===== config.mk =====
export PLATFORM = sky130hd
export DESIGN_NAME = bcd_countdown_timer
export DESIGN_NICKNAME = d
export VERILOG_FILES = /design/src/rtl/bcd_countdown_timer.sv
export SDC_FILE = /design/constraint.sdc
export NUM_CORES = 1
export LEC_CHECK = 0
export BUFFER_PORTS_ARGS = -buffer_cell sky130_fd_sc_hd__clkbuf_2
export CORE_MARGIN = 5
export CORE_UTILIZATION = 60
export CTS_CLUSTER_DIAMETER = 200
export CTS_CLUSTER_SIZE = 30
export DETAILED_ROUTE_END_ITERATION = 16
export PLACE_DENSITY = 0.83
export SYNTH_ARGS = -nofsm -noshare
export SYNTH_HDL_FRONTEND = slang
export SYNTH_SLANG_ARGS = --single-unit
export TNS_END_PERCENT = 1

===== constraint.sdc =====
create_clock -name clk -period 5.9 [get_ports clk]
set_input_delay 1.18 -clock clk [delete_from_list [all_inputs] [get_ports clk]]
set_output_delay 1.18 -clock clk [all_outputs]
set_load 0.05 [all_outputs]

===== src/rtl/bcd_countdown_timer.sv =====
// ============================================================================
// Module      : bcd_countdown_timer
// Description : Latches three BCD time digits (000-999 plain seconds) for the
//               current level and counts them down once per second to 000.
//               Flags expiry to the game controller and feeds the live
//               remaining time to the seven-segment display path.
//               Optional low-time warning output is built only when the
//               macro COUNTDOWN_WARN_EN is defined; otherwise warn is tied 0.
// Revision    : 1.0 - initial release
// ============================================================================
`default_nettype none

module bcd_countdown_timer #(
    parameter int TICK_DIV  = 50000000,
    parameter int WARN_SECS = 10
) (
    input  logic       clk,
    input  logic       reset,
    input  logic       load,
    input  logic       start,
    input  logic       pause,
    input  logic [3:0] value_three,
    input  logic [3:0] value_two,
    input  logic [3:0] value_one,
    output logic [3:0] digit_three,
    output logic [3:0] digit_two,
    output logic [3:0] digit_one,
    output logic       running,
    output logic       expired,
    output logic       expire_pulse,
    output logic       warn
);

    // Prescaler is sized for the largest legal TICK_DIV (2^26-1).
    localparam int                 c_PRESC_W   = 26;
    localparam logic [c_PRESC_W-1:0] c_TICK_LAST = c_PRESC_W'(TICK_DIV - 1);
    localparam logic [c_PRESC_W-1:0] c_PRESC_ONE = c_PRESC_W'(1);

    typedef enum logic [2:0] {
        ST_IDLE    = 3'd0,
        ST_LOADED  = 3'd1,
        ST_RUN     = 3'd2,
        ST_PAUSED  = 3'd3,
        ST_EXPIRED = 3'd4
    } state_t;

    // Any non-decimal input digit is treated as 9.
    function automatic logic [3:0] clamp_bcd(input logic [3:0] v);
        return (v > 4'd9) ? 4'd9 : v;
    endfunction

    state_t               r_state;
    state_t               w_state_nxt;
    logic [3:0]           r_d3, r_d2, r_d1;
    logic [3:0]           w_d3_nxt, w_d2_nxt, w_d1_nxt;
    logic [c_PRESC_W-1:0] r_presc;
    logic [c_PRESC_W-1:0] w_presc_nxt;
    logic                 r_running;
    logic                 r_expired;
    logic                 r_expire_pulse;
    logic                 w_pulse_nxt;

    logic                 w_tick;
    logic                 w_is_zero;
    logic [3:0]           w_dec3, w_dec2, w_dec1;
    logic                 w_borrow1, w_borrow2;
    logic                 w_dec_zero;
    logic [c_PRESC_W-1:0] w_presc_inc;

    // Prescaler reached its last count while running: one second elapsed.
    assign w_tick      = (r_state == ST_RUN) && (r_presc == c_TICK_LAST);
    assign w_is_zero   = (r_d3 == 4'd0) && (r_d2 == 4'd0) && (r_d1 == 4'd0);
    // Saturating increment: the prescaler parks at its last count so a pause
    // landing on a tick keeps that tick pending for the first cycle of resume.
    assign w_presc_inc = (r_presc == c_TICK_LAST) ? r_presc : (r_presc + c_PRESC_ONE);

    // BCD decrement with ripple borrow from ones to tens to hundreds.
    always_comb begin
        w_borrow1  = (r_d1 == 4'd0);
        w_dec1     = w_borrow1 ? 4'd9 : (r_d1 - 4'd1);
        w_borrow2  = w_borrow1 && (r_d2 == 4'd0);
        w_dec2     = w_borrow1 ? ((r_d2 == 4'd0) ? 4'd9 : (r_d2 - 4'd1)) : r_d2;
        w_dec3     = (w_borrow2 && (r_d3 != 4'd0)) ? (r_d3 - 4'd1) : r_d3;
        w_dec_zero = (w_dec3 == 4'd0) && (w_dec2 == 4'd0) && (w_dec1 == 4'd0);
    end

    // Next-state, digit and prescaler selection; priority load > pause > start > tick.
    always_comb begin
        w_state_nxt = r_state;
        w_d3_nxt    = r_d3;
        w_d2_nxt    = r_d2;
        w_d1_nxt    = r_d1;
        w_presc_nxt = r_presc;
        w_pulse_nxt = 1'b0;

        if (load) begin
            w_state_nxt = ST_LOADED;
            w_d3_nxt    = clamp_bcd(value_three);
            w_d2_nxt    = clamp_bcd(value_two);
            w_d1_nxt    = clamp_bcd(value_one);
            w_presc_nxt = '0;
        end else if (pause && (r_state == ST_RUN)) begin
            // Partial second is kept; a coincident tick is suppressed.
            w_state_nxt = ST_PAUSED;
            w_presc_nxt = w_presc_inc;
        end else if (start && ((r_state == ST_LOADED) || (r_state == ST_PAUSED))) begin
            if (w_is_zero) begin
                w_state_nxt = ST_EXPIRED;
                w_pulse_nxt = 1'b1;
            end else begin
                w_state_nxt = ST_RUN;
            end
        end else if (r_state == ST_RUN) begin
            if (w_tick) begin
                w_presc_nxt = '0;
                w_d3_nxt    = w_dec3;
                w_d2_nxt    = w_dec2;
                w_d1_nxt    = w_dec1;
                if (w_dec_zero) begin
                    w_state_nxt = ST_EXPIRED;
                    w_pulse_nxt = 1'b1;
                end
            end else begin
                w_presc_nxt = r_presc + c_PRESC_ONE;
            end
        end
    end

    // State, digit and prescaler registers.
    always_ff @(posedge clk) begin
        if (reset) begin
            r_state <= ST_IDLE;
            r_d3    <= 4'd0;
            r_d2    <= 4'd0;
            r_d1    <= 4'd0;
            r_presc <= '0;
        end else begin
            r_state <= w_state_nxt;
            r_d3    <= w_d3_nxt;
            r_d2    <= w_d2_nxt;
            r_d1    <= w_d1_nxt;
            r_presc <= w_presc_nxt;
        end
    end

    // Status flags registered from the next state so they align with the digits.
    always_ff @(posedge clk) begin
        if (reset) begin
            r_running      <= 1'b0;
            r_expired      <= 1'b0;
            r_expire_pulse <= 1'b0;
        end else begin
            r_running      <= (w_state_nxt == ST_RUN);
            r_expired      <= (w_state_nxt == ST_EXPIRED);
            r_expire_pulse <= w_pulse_nxt;
        end
    end

    assign digit_three  = r_d3;
    assign digit_two    = r_d2;
    assign digit_one    = r_d1;
    assign running      = r_running;
    assign expired      = r_expired;
    assign expire_pulse = r_expire_pulse;

`ifdef COUNTDOWN_WARN_EN
    localparam logic [31:0] c_WARN_LIM = WARN_SECS;

    logic [9:0] w_rem_bin;
    logic       r_warn;

    // Remaining time after this edge, converted from BCD to binary.
    assign w_rem_bin = (10'(w_d3_nxt) * 10'd100) + (10'(w_d2_nxt) * 10'd10) + 10'(w_d1_nxt);

    // Warning while counting or paused with a small, nonzero remaining time.
    always_ff @(posedge clk) begin
        if (reset) begin
            r_warn <= 1'b0;
        end else begin
            r_warn <= ((w_state_nxt == ST_RUN) || (w_state_nxt == ST_PAUSED))
                      && (w_rem_bin != 10'd0)
                      && ({22'd0, w_rem_bin} <= c_WARN_LIM);
        end
    end

    assign warn = r_warn;
`else
    localparam int c_unused_warn_secs = WARN_SECS;

    assign warn = 1'b0;
`endif

endmodule

`default_nettype wire


* Word level (Yosys, flattened, before mapping)
Cells that the tools add are included.
** Operators by class
- Add/subtract/negate cells :: 4
- Reduce and logical (&&, ||, !) cells :: 24
- $lt $le $gt $ge :: 3
- Eq/ne operators :: 10
- Muxes and demuxes :: 39
** Operator list (number)
- $mux 26 :: 5
- $mux 4 :: 22
- $add 26x1->26 const B :: 1
- $eq 26x26->1 const B :: 1
- $logic_not 4->1 :: 6
- $mux 3 :: 7
- $gt 4x4->1 const B :: 3
- $sub 4x1->4 const B :: 3
- $eq 3x2->1 const B :: 3
- $logic_and 1x1->1 :: 9
- $ne 2x2->1 const B :: 4
- $reduce_bool 2->1 :: 3
- $mux 1 :: 5
- $reduce_and 4->1 :: 1
- $reduce_bool 4->1 :: 1
- $eq 3x1->1 const B :: 1
- $eq 3x3->1 const B :: 1
- $reduce_and 3->1 :: 1
- $reduce_or 3->1 :: 1
- $reduce_or 2->1 :: 1
- $logic_or 1x1->1 :: 1
** Word-level totals
- Bits of input ports :: 17
- Output and inout port bits :: 16
- Bits in registers :: 44
- Logic and storage cells :: 88

* Longest topological paths before layout
Gate-level depths: netlist of run 1.
- Depth in word-level cells :: 14
- Gate-level depth with buffers :: 7
- Mapped depth without buffers :: 7

* Worst setup path before layout of run 1
OpenSTA, ideal clock, no wires.
- Kind :: input to register
- Start :: input pause
- End :: register r_d1[1] (netlist: digit_one[1])
- Library setup time :: 91 ps
- Arrival :: 2451 ps
- Setup slack :: 3358 ps
- Required time :: 5809 ps
- Buffers on the path :: 1
- Cell stages on the path :: 4
- Path through :: or4_1 -> buf_2 -> or4_1 -> a311oi_1
** Between the ends
- Cells in the longest elaborated chain, start to end :: 3
** RTL lines
- start, declared :: RTL line 21 : input logic pause,
- $logic_and 1x1->1 :: RTL line 102 : end else if (pause && (r_state == ST_RUN)) begin
- $ne 2x2->1 (no source line)
- $reduce_and 4->1 (no source line)
- end signal, assigned :: RTL line 141 : r_d1 <= w_d1_nxt;
- end, declared :: RTL line 54 : logic [3:0] r_d3, r_d2, r_d1;
Every way passes these cells.
A chain may end at the register's enable or synchronous reset.

* Worst setup path after layout of run 1
- Start :: register r_state[0]
- End :: register r_d2[3] (netlist: digit_two[3])
** Between the ends
- Cells in the longest elaborated chain, start to end :: 5
- Elaborated cells on any way between the ends :: 12
- Classes of those cells :: eq/ne: 5; reduce/logical: 7
** RTL lines
- start, declared :: RTL line 52 : state_t r_state;
- start signal, assigned :: RTL line 138 : r_state <= w_state_nxt;
- $eq 3x1->1 / $eq 3x2->1 (equally long branches) :: RTL line 106 : end else if (start && ((r_state == ST_LOADED) || (r_state == ST_PAUSED))) begin
- $logic_or 1x1->1 :: RTL line 106
- $logic_and 1x1->1 :: RTL line 106
- $ne 2x2->1 (no source line)
- $reduce_and 4->1 (no source line) *
- end signal, assigned :: RTL line 140 : r_d2 <= w_d2_nxt;
- end, declared :: RTL line 54
Every way passes the cells marked *; elsewhere a longest branch is shown, timed or not.

==> results of run 1 <==
cell usage after synthesis (all sizes together) (2+ instances only):
| cell type | count | area [µm²] |
|---|---|---|
| ha | 2 | 25.0 |
| clkbuf | 12 | 46.3 |
| a21oi | 15 | 75.1 |
| a211oi | 3 | 22.5 |
| nor2b | 3 | 18.8 |
| nand2 | 15 | 56.3 |
| a311oi | 6 | 52.6 |
| nor3 | 12 | 60.1 |
| nand3 | 18 | 90.1 |
| o31ai | 7 | 52.6 |
| or3 | 7 | 43.8 |
| nor3b | 3 | 33.8 |
| a21o | 4 | 30.0 |
| xnor2 | 16 | 140 |
| inv | 12 | 45.0 |
| a31oi | 2 | 12.5 |
| a211o | 2 | 17.5 |
| o21a | 2 | 15.0 |
| or2 | 2 | 12.5 |
| buf | 4 | 22.5 |
| nor2 | 27 | 101 |
| nor4 | 16 | 106 |
| and3 | 4 | 25.0 |
| and4 | 4 | 35.0 |
| nand4 | 9 | 56.3 |
| mux2i | 3 | 30.0 |
| dfxtp | 44 | 881 |
| and4b | 2 | 20.0 |
| nor4b | 2 | 17.5 |
| o21ai | 13 | 65.1 |
| or4 | 11 | 82.6 |
per-layer routing:
metal / track usage, % / wire length (µm)
met2: 34.4 / 2550
met3: 5.20 / 324
met5: 0 / 0
met1: 26.6 / 2410
met4: 8.05 / 110
cells by family (layout without fill, tap and decap cells):
group / count (synthesis) / in the layout / synth area share [%]
compound gates: 61 / 61 / 16.9
xor+xnor: 16 / 16 / 5.83
fa+ha+maj: 2 / 2 / 1.04
buf+inv: 29 / 50 / 4.89
flops: 44 / 44 / 36.6
mux: 3 / 3 / 1.25
other cells: 1 / 1 / 0.156
simple gates: 140 / 140 / 33.3
flip-flops by register name, indices dropped and copies added, names as in the netlist:
signal,count
running,1
digit_one,4
expire_pulse,1
r_state,3
digit_three,4
expired,1
digit_two,4
r_presc,26
final timing paths:
path / from / end / slack (ns) / depth (start not counted)
setup / recovery: r_state[0] / digit_two[3] / 3.00 / 5
hold / removal: r_presc[5] / r_presc[5] / 0.49 / 2
setup reg to reg: r_state[0] / digit_two[3] / 3.00 / 5
hold reg to reg: r_presc[5] / r_presc[5] / 0.49 / 2
where the power goes:
part,leakage (nW),internal (mW),switching (mW),total (mW)
registers,0.357,0.303,0.00967,0.313
clock network,0.0359,0.0764,0.0914,0.168
logic,0.481,0.0242,0.0542,0.0784
total,0.874,0.404,0.155,0.559
layout make-up:
| class | instances | area [µm²] |
|---|---|---|
| tap | 50 | 62.6 |
| fill | 354 | 1300 |
| timing repair buffer | 32 | 163 |
| clock buffer | 5 | 68.8 |
| multi-input combinational | 223 | 1420 |
| sequential | 44 | 881 |
| inverter | 13 | 48.8 |
worst max-delay path, cell delays in order, from the launching register on:
cell and delay [ns]:
sky130_fd_sc_hd__dfxtp_1 0.37, sky130_fd_sc_hd__nor3b_4 0.41, sky130_fd_sc_hd__nand3_1 0.42, sky130_fd_sc_hd__nor4_2 1.06
sky130_fd_sc_hd__nand3_1 0.14, sky130_fd_sc_hd__a311oi_1 0.36
==> results.md, run 1 <==
Timing:
- The post-route fraction of the period consumed by the critical path is between 40% and 50%.
- The hold slack is around 0.49 ns.
- Setup repair after global routing left no endpoint under its margin.
- The aggregate negative setup slack is 0 ns.
- The slew at the pin with the worst max-slew slack is 1.16 ns.
- Setup violations remaining at the end of the flow were counted as 0.
- The clock tree skew after final layout is around 0.0084 ns.
- Static timing analysis puts the maximum clock frequency at ~0.35 GHz.
- The final critical delay including setup and external delays is approximately 2.9 ns.
- The worst slew margin relative to its limit is a little over a fifth.
- The final worst-path setup slack is about 3 ns.
- The hold violation count in the final report is 0.
- The final-report max-slew violation count was 0.

Placement:
- The instance area at placement is around 0.0026 mm².
- The worst-case setup slack after placement is 3.00 ns.
- The number of placed instances, taps included is 362.
- Routability-driven placement finished with a final weighted congestion of about 0.84.
- During placement, the flow inserted port buffers numbering 31.
- The HPWL after detailed placement is roughly 3800 µm.

Finish:
- The count of antenna diodes in the layout is 0.
- In the layout the commonest cells are 44 x sky130_fd_sc_hd__dfxtp_1, 31 x sky130_fd_sc_hd__clkbuf_2, 27 x sky130_fd_sc_hd__nor2_1, 18 x sky130_fd_sc_hd__nand3_1, 16 x sky130_fd_sc_hd__xnor2_1.
- The number of nets in the finished design is about 340.
- The share of layout cells above drive strength 1 is between 10 and 15%.
- The library cell used most frequently in the layout, excluding fill and tap cells, is sky130_fd_sc_hd__dfxtp_1.
- The count of non-filler cells in the finished layout is between 300 and 400.
- The final cell utilization of the core is 67.0%.
- The area growth from synthesis to layout is 9.89%.
- The finished cells cover 0.00264 mm².

Floorplan:
- The floorplan step defined a core boundary enclosing roughly 0.0039 mm².
- The starting utilization of the core area is between 60% and 70%.
- The die width is approximately 73 µm.
- The top-level I/O count is 33.
- The row count is 23.
- The die covers around 0.0054 mm².
- The floorplan die height is approximately 73 µm.

Route:
- The average via count per standard cell is approximately 6.3.
- The final routed wire length divided by cell count is ~15 µm.
- The wire length after detailed routing is 5400 µm.
- The remaining number of nets flagged by the antenna check after routing is 0.
- Detailed routing inserted a total of 2,314 vias.
- The iteration-0 DRC count of the detailed router is 184.
- In the routed design, unresolved DRC markers number 0.
- The first TritonRoute pass finished after 4 iterations.

Clock tree:
- Buffers inserted to repair hold after CTS numbered 0.
- The number of setup buffers added after CTS is 0.
- In this run the deepest clock path goes through 2 buffers.
- The CTS tree is yes.
- The number of CTS-inserted buffers is 5.
- The clock reaches the later pin of the worst-skew pair after 0.29 ns.
- The number of gates resized after CTS was 0.
- The clock-pin slew of the registers on the worst-case setup and hold paths is 0.08 ns.
- The tree built by TritonCTS fans out to between 40 and 50 sinks.
- The maximum level of the CTS H-tree is 2.
- In this run the clock root is driven by a sky130_fd_sc_hd__clkbuf_8.

Logic synthesis:
- The commonest register cell after synthesis is sky130_fd_sc_hd__dfxtp_1.
- Sequential cells were found to cover a little over a third of the synthesized design area.
- The number of warnings issued by yosys is 0.
- Synthesis instantiated 50 different standard cells from the library.
- Counting flops with an async set or reset pin after synthesis yields a share of 0%.
- The number of synthesized flops with an enable pin is 0.
- Summing every instance area after synthesis gives approximately 0.0024 mm².
- Synthesis produced a little under 300 cells.
- The synthesized area per cell is roughly 8.1 µm².
- After synthesis the netlist holds a flip-flop and latch count of 44.
- The net count after synthesis is around 320.

Job:
- Max-cap violations in this run came to 0.

Power and ir drop:
- Across the VDD grid, the largest voltage drop is between 0.15 and 0.2 mV.
- The leakage component of the power is between 0.8 and 0.9 nW.
- The total power is about 0.56 mW.
- The power per cell area is 212 mW/mm².

GRT:
- The initial antenna violation count is 0.
- The overall routing resource usage is between 20% and 30%.
- The via count of the first global-routing pass is 2,106.
- The final global-route overflow total is 0.
- The largest net degree at the start of global routing is 26.
- The wire length of the first global-routing pass is ~9100 µm.

Setup path:
- The maximum fanout along the worst path is 12.
- For the worst setup path, the data required time is 6.08 ns.
- The kind of critical path is register to register.
- The kind of end point of the critical path is a register.
- The endpoint arrival time on the critical path is 3.07 ns.
- The startpoint type of the worst setup path is a register.

Status:
- The run finished with clean final reports.

Worst hold path:
- The class of the tightest hold or removal check is register to register.
Note: power is estimated with default switching activity, not from simulation.
==> run 2, diff against run 1 <==
CORE_UTILIZATION = 51   (was 60)
PLACE_DENSITY = 0.75   (was 0.83)
clock period = 2.6 ns   (was 5.9 ns; I/O delays follow)
==> results.md, run 2 (synthesis results as in run 1) <==
Worst hold path:
- In this run the most critical hold path is launched from value_two[1].
- The class of the tightest hold or removal check is primary input to register.

Setup path:
- Traced cell by cell, the critical path runs through nor4bb_1 -> nand3_1 -> or4_1 -> or4_1 -> a311oi_1.
- The worst setup path is of the register to register kind.
- The endpoint arrival time on the critical path is 2.49 ns (-0.58 ns).
- The cell occurring most often along the worst timing path is sky130_fd_sc_hd__or4_1.
- The origin of the critical flop-to-flop path is r_presc[19].
- The family with the most delay on the worst path is simple AND/OR/NAND/NOR gates.
- The origin of the worst setup path is r_presc[19].
- The kind of end point of the critical path is a register.
- The critical path required time was 2.81 ns (-3.27 ns).
- The combined buffer and inverter count along the critical path is 0 (unchanged).
- The delay contributed by the slowest stage of the critical path is 0.57 ns (-0.49 ns).
- The maximum fanout along the worst path was 8 (-4).
- On the critical path, the stage with the largest delay is an instance of sky130_fd_sc_hd__or4_1.
- The startpoint type of the worst setup path is a register.

Power and ir drop:
- The leakage component of the power is 0.928 nW (+6.2%).
- The maximum VDD drop was 0.245 mV (+60%).
- The power per cell area was 488 mW/mm² (+130%).

Timing:
- The count of endpoints failing setup in the final report came to 0 (unchanged).
- The final-report max-slew violation count came to 0 (unchanged).
- The hold violation count in the final report is 0 (unchanged).
- The final worst-path setup slack is 0.324 ns (-2.68 ns).
- The aggregate negative setup slack is 0 ns (unchanged).
- The clock tree skew after final layout was 0.0108 ns (+0.00236 ns).
- The slew at the pin with the worst max-slew slack is 0.565 ns (-0.597 ns).
- The top achievable clock speed came to 0.439 GHz (+27%).
- The final critical delay including setup and external delays is 2.28 ns (-0.619 ns).
- The hold slack was 0.469 ns (-0.0227 ns).
- Setup repair after global routing left no endpoint under its margin.
- The post-route fraction of the period consumed by the critical path came to 87.5% (+38 points).
- The worst slew margin relative to its limit is 62.2% (+40 points).

Clock tree:
- The number of CTS-inserted buffers was 5 (unchanged).
- The later-pin clock latency in the skew report is 0.30 ns (about the same).
- The clock net sink count came to 44 (unchanged).
- The clock-pin slew of the registers on the worst-case setup and hold paths is 0.08 ns (about the same).
- The number of setup buffers added after CTS is 0 (unchanged).
- The total of hold buffers inserted after clock tree synthesis is 0 (unchanged).
- The maximum level of the CTS H-tree is 2 (unchanged).
- TritonCTS built the clock tree.
- The cell at the root of the clock tree is sky130_fd_sc_hd__clkbuf_8.
- The maximum clock path buffer count is 2 (unchanged).
- The number of resized instances in the post-cts repair step was 0 (unchanged).

Floorplan:
- The floorplan die height is 78.7 µm (+7.3%).
- The top-level I/O count is 33 (unchanged).
- The starting utilization of the core area came to 51.6% (-9.4 points).
- The core footprint is 0.00466 mm² (+18%).
- The die width came to 78.7 µm (+7.3%).
- The row count is 25 (+8.7%).
- The floorplan die area was 0.00619 mm² (+15%).

Placement:
- The weighted congestion at the end of routability-driven global placement came to 0.907 (+8.1%).
- The number of placed instances, taps included is 373 (+3.0%).
- The worst-case setup slack after placement came to 0.344 ns (-2.66 ns).
- The HPWL after detailed placement is 3990 µm (+3.8%).
- The count of input and output buffers is 31 (unchanged).

Finish:
- Ranked by flip-flop count, first place goes to r_presc.
- The share of layout cells above drive strength 1 is 16.5% (+2.6 points).
- The final cell utilization of the core is 58.7% (-8.3 points).
- Leaving out fill and tap cells, the most frequent cell in the layout is sky130_fd_sc_hd__dfxtp_1.
- The flip-flop count of the largest register, all copies and words added was 26 (unchanged).
- The area growth from synthesis to layout is 13.8%.
- The count of non-filler cells in the finished layout is 381 (+3.8%).
- The library cells used most frequently in the layout, excluding fill and tap cells, are 44 x sky130_fd_sc_hd__dfxtp_1, 31 x sky130_fd_sc_hd__clkbuf_2, 27 x sky130_fd_sc_hd__nor2_1, 18 x sky130_fd_sc_hd__nand3_1, 16 x sky130_fd_sc_hd__xnor2_1.
- The count of antenna diodes in the layout is 0 (unchanged).
- The number of nets in the finished design was 345 (+2.1%).

Route:
- The iteration count of the initial detailed-routing pass was 4 (unchanged).
- The via total after detailed routing is 2,316 (+0.086%).
- The wire length after detailed routing is 5530 µm (+2.6%).
- The detailed-route DRC error count is 0 (unchanged).
- The remaining number of nets flagged by the antenna check after routing is 0 (unchanged).
- The iteration-0 DRC count of the detailed router is 117 (-36%).
- The final routed wire length divided by cell count came to 14.5 µm (-1.2%).
- The average via count per standard cell is 6.08 (-3.6%).

GRT:
- The initial antenna violation count was 0 (unchanged).
- The largest net degree at the start of global routing is 23 (-12%).
- The overall routing resource usage is 18.7% (-2.3 points).
- The wire length of the first global-routing pass came to 9400 µm (+3.3%).
- The final global-route overflow total is 0 (unchanged).
- The via count of the first global-routing pass is 2,023 (-3.9%).

Job:
- The reported max-cap violation count came to 0 (unchanged).

Status:
- The run finished with clean final reports.
==> run 2: area by class of cell <==
| class | count | area [µm²] |
|---|---|---|
| Clock buffer | 6 | 82.6 |
| Clock inverter | 2 | 10.0 |
| Fill cell | 439 | 1930 |
| Inverter | 13 | 48.8 |
| Multi-Input combinational cell | 223 | 1420 |
| Sequential cell | 44 | 881 |
| Tap cell | 54 | 67.6 |
| Timing Repair Buffer | 39 | 228 |
==> run 2: power breakdown <==
group	leakage [nW]	total (mW)	internal [mW]	switching [mW]
logic	0.520	0.186	0.0632	0.123
clock network	0.0510	0.439	0.212	0.227
registers	0.357	0.710	0.688	0.0221
==> run 2: routing by layer <==
metal  wire length, µm  vias to the layer above  GRT usage, %
met4                57                        0          5.42
met1              2580                     1087          24.5
met5                 0                        -             0
met2              2600                       49          30.1
li1                  -                     1175             -
met3               300                        5          4.82
==> run 2: worst paths after layout <==
check                 end  slack [ns]  depth (start not counted)
max          digit_one[1]        0.32                          5
min          digit_two[1]        0.47                          3
max reg2reg  digit_one[1]        0.32                          5
min reg2reg    r_presc[5]        0.50                          2
==> run 2: worst min-delay path, delay by kind of cell <==
kind	cells	cell delay (ns)
compound gates	1	0.06
buf+inv	1	0.09
simple gates	1	0.05
==> run 2: through the flow <==
step	total power, mW	area [µm²]
floorplan	0.854	2400
global placement	0.910	2640
detailed placement	0.911	2640
CTS	1.35	2740
global route	1.40	2740
finish	1.34	2740
